### config.mk
export PLATFORM = sky130hd
export DESIGN_NAME = muldiv_unit
export DESIGN_NICKNAME = d
export VERILOG_FILES = /design/src/rtl/muldiv_unit.sv
export SDC_FILE = /design/constraint.sdc
export NUM_CORES = 1
export LEC_CHECK = 0
export ABC_AREA = 1
export CAP_MARGIN = 20
export CORE_UTILIZATION = 40
export CTS_CLUSTER_SIZE = 20
export DETAILED_ROUTE_END_ITERATION = 16
export DONT_BUFFER_PORTS = 1
export MAX_ROUTING_LAYER = met4
export PLACE_DENSITY_LB_ADDON = 0.15
export SLEW_MARGIN = 20
export SYNTH_ARGS = -nofsm -noshare
export SYNTH_HDL_FRONTEND = slang
export SYNTH_SLANG_ARGS = --single-unit
### constraint.sdc
create_clock -name clk -period 7.4 [get_ports clk]
set_input_delay 1.48 -clock clk [delete_from_list [all_inputs] [get_ports clk]]
set_output_delay 1.48 -clock clk [all_outputs]
set_load 0.01 [all_outputs]
### src/rtl/muldiv_unit.sv
// Iterative MIPS multiply/divide unit: owns HI/LO, runs MULT/MULTU/DIV/DIVU
// in WIDTH iterations plus one sign-fixup cycle, and services MTHI/MTLO.
module muldiv_unit #(
  parameter int WIDTH = 32
) (
  input  logic             clk,
  input  logic             rst,
  input  logic             start,
  input  logic [1:0]       op,
  input  logic [WIDTH-1:0] A,
  input  logic [WIDTH-1:0] B,
  input  logic             hi_we,
  input  logic             lo_we,
  input  logic [WIDTH-1:0] wdata,
  output logic             busy,
  output logic             done,
  output logic [WIDTH-1:0] hi,
  output logic [WIDTH-1:0] lo
);
  localparam int CW = $clog2(WIDTH) + 1;

  typedef enum logic [1:0] {IDLE, CALC, FIX} state_t;
  state_t state, state_nx;

  logic [CW-1:0]      cnt;
  logic               is_div, sa, sb;
  logic [WIDTH-1:0]   opnd;
  logic [2*WIDTH-1:0] acc;

  always_ff @(posedge clk or posedge rst)
    if (rst) state <= IDLE;
    else     state <= state_nx;

  always_comb begin
    state_nx = state;
    case (state)
      IDLE:    if (start) state_nx = CALC;
      CALC:    if (cnt == CW'(WIDTH-1)) state_nx = FIX;
      FIX:     state_nx = IDLE;
      default: state_nx = IDLE;
    endcase
  end

  // Divide-by-zero keeps A raw and unsigned so the restoring loop naturally
  // yields quotient all-ones and remainder A.
  logic             b_zero, a_neg, b_neg;
  logic [WIDTH-1:0] a_mag, b_mag;

  always_comb begin
    b_zero = (B == '0);
    a_neg  = ~op[0] & A[WIDTH-1] & ~(op[1] & b_zero);
    b_neg  = ~op[0] & B[WIDTH-1];
    a_mag  = a_neg ? -A : A;
    b_mag  = b_neg ? -B : B;
  end

  logic [WIDTH:0]     mul_sum, div_sh, div_tr;
  logic [2*WIDTH-1:0] prod;
  logic [WIDTH-1:0]   quo, rem;

  always_comb begin
    mul_sum = {1'b0, acc[2*WIDTH-1:WIDTH]} + (acc[0] ? {1'b0, opnd} : '0);
    div_sh  = acc[2*WIDTH-1:WIDTH-1];
    div_tr  = div_sh - {1'b0, opnd};
    prod    = (sa ^ sb) ? -acc : acc;
    quo     = (sa ^ sb) ? -acc[WIDTH-1:0] : acc[WIDTH-1:0];
    rem     = sa ? -acc[2*WIDTH-1:WIDTH] : acc[2*WIDTH-1:WIDTH];
  end

  always_ff @(posedge clk or posedge rst) begin
    if (rst) begin
      cnt    <= '0;
      is_div <= 1'b0;
      sa     <= 1'b0;
      sb     <= 1'b0;
      opnd   <= '0;
      acc    <= '0;
      busy   <= 1'b0;
      done   <= 1'b0;
      hi     <= '0;
      lo     <= '0;
    end else begin
      case (state)
        IDLE: begin
          done <= 1'b0;
          if (hi_we) hi <= wdata;
          if (lo_we) lo <= wdata;
          if (start) begin
            is_div <= op[1];
            sa     <= a_neg;
            sb     <= b_neg;
            cnt    <= '0;
            busy   <= 1'b1;
            // Divide: acc = {remainder, dividend}; multiply: acc = {partial, multiplier}
            opnd   <= op[1] ? b_mag : a_mag;
            acc    <= {{WIDTH{1'b0}}, (op[1] ? a_mag : b_mag)};
          end
        end
        CALC: begin
          cnt <= cnt + 1'b1;
          if (is_div)
            acc <= div_tr[WIDTH] ? {div_sh[WIDTH-1:0], acc[WIDTH-2:0], 1'b0}
                                 : {div_tr[WIDTH-1:0], acc[WIDTH-2:0], 1'b1};
          else
            acc <= {mul_sum, acc[WIDTH-1:1]};
        end
        FIX: begin
          if (is_div) begin
            lo <= quo;
            hi <= rem;
          end else begin
            hi <= prod[2*WIDTH-1:WIDTH];
            lo <= prod[WIDTH-1:0];
          end
          busy <= 1'b0;
          done <= 1'b1;
        end
        default: ;
      endcase
    end
  end
endmodule

# --- After elaboration in Yosys (flattened, before gate mapping) ---
# Index checks and enable logic that the tools add are counted.
word_totals:
  regBits: 173
  in_bits: 103
  wordCells: 69
op_classes:
  add_sub_neg: 8
  n_eq_ne: 7
  muxes: 26
  n_bitwise: 7
  n_reduce_logical: 10
op_table:
  columns: ["operator", "count"]
  rows:
  - ["32-bit two-way mux", 11]
  - ["64-bit two-way mux", 4]
  - ["32-bit negation", 4]
  - ["32-bit one-hot mux with 2 select lines", 2]
  - ["64-bit one-hot mux with 2 select lines", 1]
  - ["64-bit negation", 1]
  - ["32-bit by 32-bit adder with 33-bit output", 1]
  - ["33-bit by 32-bit subtractor with 33-bit output", 1]
  - ["32-bit zero test", 1]
  - ["6-bit one-hot mux with 2 select lines", 1]
  - ["2-bit AND reduction", 6]
  - ["2-bit != test (second input constant)", 4]
  - ["6-bit by 1-bit adder with 6-bit output (second input constant)", 1]
  - ["6-bit by 5-bit == test with 1-bit output (second input constant)", 1]
  - ["6-bit two-way mux", 1]
  - ["1-bit bitwise AND", 4]
  - ["2-bit two-way mux", 2]
  - ["1-bit one-hot mux with 2 select lines", 2]
  - ["2-bit one-hot mux with 2 select lines", 1]
  - ["2-bit nonzero test", 2]
  - ["2-bit by 1-bit == test with 1-bit output (second input constant)", 1]
  - ["2-bit == test (second input constant)", 1]
  - ["2-bit zero test", 1]
  - ["1-bit inverter", 2]
  - ["2 further kinds", 2]

# --- Depth between registers and ports, before layout ---
depth:
  ltp_word: 8
  mapped_depth: 20
  depth_no_buf: 19

# --- Worst setup path after synthesis ---
# OpenSTA, ideal clock, no wires.
synth_path:
  kind: "input to register"
  from: "input B[0]"
  to: "register opnd[24]"
  arrival_time_ns: 2.813
  setup_slack_ns: 4.445
  cell_stages: 14
  path_buffers: 1
  cell_sequence: "inv_1 ha_1 nand4_4 nor2_2 nand3_1 inv_1 nand2_1 nand2_2 buf_6 nor2_1 nand2_1 nand2_1 nand2_1 o221ai_1"
synth_via:
  elab_chain_cells: 6
synth_lines:
  columns: ["element", "line_no", "rtl"]
  rows:
  - ["start, declared", "11", "input logic [WIDTH-1:0] B,"]
  - ["branches (longest 5 deep; another with 32-bit negation)", null, null]
  - ["32-bit two-way mux *", "95", "opnd <= op[1] ? b_mag : a_mag;"]
  - ["end signal, assigned", "95", null]
  - ["end, declared", "27", "logic [WIDTH-1:0] opnd;"]
# Every way passes the cells marked *.
# A chain may end at the register's enable or synchronous reset.

# --- Worst setup path after layout ---
layout_path:
  from: "register acc[31]"
  to: "register acc[62]"
layout_via:
  elab_chain_cells: 4
layout_lines:
  columns: ["element", "line_no", "rtl"]
  rows:
  - ["start, declared", "28", "logic [2*WIDTH-1:0] acc;"]
  - ["start signal, assigned", "96", "acc <= {{WIDTH{1'b0}}, (op[1] ? a_mag : b_mag)};"]
  - ["start signal, assigned", "102", "acc <= div_tr[WIDTH] ? {div_sh[WIDTH-1:0], acc[WIDTH-2:0], 1'b0}"]
  - ["start signal, assigned", "105", "acc <= {mul_sum, acc[WIDTH-1:1]};"]
  - ["33-bit by 32-bit subtractor with 33-bit output", "64", "div_tr = div_sh - {1'b0, opnd};"]
  - ["64-bit two-way mux", "102", null]
  - ["64-bit two-way mux", "101", "if (is_div)"]
  - ["64-bit one-hot mux with 2 select lines", "83", "case (state)"]
# No other way between the ends.

==> out/qor.txt <==
status -> finished clean
Routed WL -> 79000 um
clk sinks -> 173
Post-Syn Nets -> 3314
Hold-fix buffers, CTS -> 0
die span in x -> 216 um
Setup Buffers After CTS -> 0
Net Switching -> 5.96 mW
first-pass GRT wire length -> 118000 um
GRT met1 Usage -> 0.481
Relative slew margins -> 0.360
antenna viol nets, final -> 0
Yosys warning total -> 0
ratio of cells with drive above 1 in the final layout -> 0.0470
DP Cell Count -> 3650
# IOs -> 169
met2 usage -> 0.515
nets -> 3244
Yosys reg bits -> 173
Hold Path Class -> reg2reg
cells along the critical path -> inv_1 -> ha_1 -> fa_1 -> inv_1 -> nand2_1 -> nand2_1 -> nand3_1 -> nand2_2 -> nand2_1 -> nand2_2 -> nand2_2 -> nand2_2 -> nand2_1 -> nand2_2 -> nand2_1 -> nand2_1 -> nand2_1 -> nand3_1 -> nand2_1
Initial Utilization -> 0.404
starting DRC count in detailed routing -> 2044
Die Footprint -> 46600 sq um
CP arrival -> 3.67 ns
dominant synthesized flop cell -> dfrtp_1
Pre-antenna DRT Iters -> 8
Reg clk slew, reported paths -> 0.08 ns
Sw Share -> 0.598
Post-Syn Area -> 18300 sq um
GRT overflow -> 0
min Tclk post-route -> 3.31 ns
Final Hold Viols -> 0
EDFF count, synth -> 0
cell family with most CP delay -> simple AND/OR/NAND/NOR gates
Longest Clk Path Bufs -> 2
initial antenna violation count -> 0
number of vias per cell -> 5.58
row count -> 78
Setup TNS -> 0 ns
crit path max fanout -> 30
met3 usage -> 0.0451
area growth from synthesis to layout -> 5.58%
Tcrit/Tclk final -> 0.447
chip height -> 216 um
antenna cells -> 0
Slew @ Worst Pin -> 0.960 ns
CTS buffer count -> 17
Logic pwr share -> 0.673
Startpoint Class -> flip-flop
RePlAce Congestion -> 1.01
IR drop worst, VDD -> 0.258 mV
Pwr Density -> 516 nW/um^2
DP Wirelength -> 63700 um
routed vias -> 20600
Root Buffer -> clkbuf_16
final number of max-transition violations -> 0
CTS tree -> built
Final WS setup -> 4.09 ns
crit path max-delay cell type -> nand2_2
Post-synth ARST share -> 1.00
detailed-route DRC error count -> 0
flop2flop setup slack -> 4.09 ns
Max Clock Freq -> 302 MHz
Post-Place Worst Slack -> 3.52 ns
largest net degree at the start of global routing -> 98
worst stage delay on the critical path -> 0.53 ns
critical path class -> reg2reg
Unique masters post-synth -> 51
CTS resizes -> 0
WP buf/inv -> 2
Post-Layout Cell Count -> 3683
Clock Latency Late Sink -> 0.48 ns
top cells by area, synth -> dfrtp_1, nand2_1, nand3_1, inv_1, nor2_1
vias in the first global route -> 18700
core box area -> 45300 sq um
cell-internal power -> 4.01 mW
Synth top area share -> 0.236
Cells after Synth -> 3140
final setup fails -> 0
Layout Skew -> 0.0156 ns
I/O Buffers -> 0
drt wl/cell -> 21.4 um
Avg Cell Area, Syn -> 5.83 sq um
total of max-cap violations -> 0
# fillers -> 5033
Crit path top cell by count -> nand2_1
Seq pwr share -> 0.233
crit end category -> flip-flop
WP data required -> 7.76 ns
unrepaired setup endpoints after global routing -> no
largest area contributor in the synthesized netlist -> dfrtp_1
Seq/Total Area, Yosys -> 0.236
Top Usage Layer GRT -> met2
Clk network pwr share -> 0.093
GRT Resource Usage Total -> 0.344
leakage power -> 9.80 nW
CTS H-tree depth -> 4
## sequential cells by signal, summed over array words and instances, names as in the netlist, 2 cells and up
name,cells
lo,32
acc,64
opnd,32
state,2
cnt,6
hi,32
## routing by layer
| layer | routed length (um) | share of wire |
|---|---|---|
| met5 | 0 | 0 |
| met1 | 36400 | 0.46 |
| met2 | 34700 | 0.44 |
| met4 | 2160 | 0.027 |
| met3 | 5780 | 0.073 |
## cell usage after synthesis (26+ instances only)
library cell	n
nand2_1	955
inv_1	426
nand3_1	359
nor2_1	340
a21oi_1	248
dfrtp_1	173
o21ai_0	126
ha_1	69
clkbuf_1	65
xor2_1	38
nor3_1	30
o21ai_1	26
## worst paths after layout
path                                      from                   end  cells after the start
setup / recovery           acc[31]$_DFFE_PP0P_   acc[62]$_DFFE_PP0P_                     19
hold / removal              cnt[5]$_DFFE_PP0P_  state[1]$_DFFE_PP0P_                      1
setup reg to reg           acc[31]$_DFFE_PP0P_   acc[62]$_DFFE_PP0P_                     19
hold reg to reg             cnt[5]$_DFFE_PP0P_  state[1]$_DFFE_PP0P_                      1
max in group asynchronous                  rst   acc[62]$_DFFE_PP0P_                      2
min in group asynchronous                  rst     lo[2]$_DFFE_PP0P_                      1
## cell families after synthesis
| group | Yosys count | share of synthesized area |
|---|---|---|
| and+or+nand+nor | 1787 | 0.416 |
| buffers and inverters | 547 | 0.119 |
| AOI/OAI and AO/OA | 509 | 0.155 |
| DFF | 173 | 0.236 |
| adders and majority gates | 71 | 0.0493 |
| xor gates and xnor gates | 53 | 0.0254 |
## power by group through the flow
stage	clock network, mW	registers, mW	logic [mW]
detailed placement	0	2.32	6.59
floorplan	0	1.88	4.99
finish	0.931	2.33	6.72
CTS	0.939	2.30	6.62
global placement	0	2.30	6.55
global route	0.973	2.36	7.59
## through the flow
| stage | hold WS (ns) | power (mW) | instance area [sq um] | util |
|---|---|---|---|---|
| finish | 0.465 | 9.97 | 19300 | 0.427 |
| global route | 0.486 | 10.9 | 19300 | 0.427 |
| CTS | 0.467 | 9.85 | 19300 | 0.426 |
| detailed placement | 0.454 | 8.91 | 18700 | 0.413 |
| global placement | 0.451 | 8.85 | 18700 | 0.413 |
| floorplan | 0.432 | 6.87 | 18300 | - |
## cell type report
| class | count | area [sq um] | share of cell area |
|---|---|---|---|
| timing repair buffer | 21 | 178 | 0.00919 |
| sequential | 173 | 4330 | 0.224 |
| clock buffer | 18 | 429 | 0.0222 |
| inverter | 437 | 1650 | 0.0852 |
| tap | 600 | 751 | 0.0388 |
| clock inverter | 14 | 153 | 0.00790 |
| multi-input combinational | 2420 | 11800 | 0.613 |
## cell usage in the layout, fill, tap and decap left out, drive strengths merged, types with 22 or more instances in the layout
master and n:
nand2 974, inv 443, nand3 363, nor2 362
a21oi 252, dfrtp 173, o21ai 168, ha 69
xor2 38, nor3 30, nand4 27, o21bai 22
No activity file was read; power rests on OpenSTA's default activity.
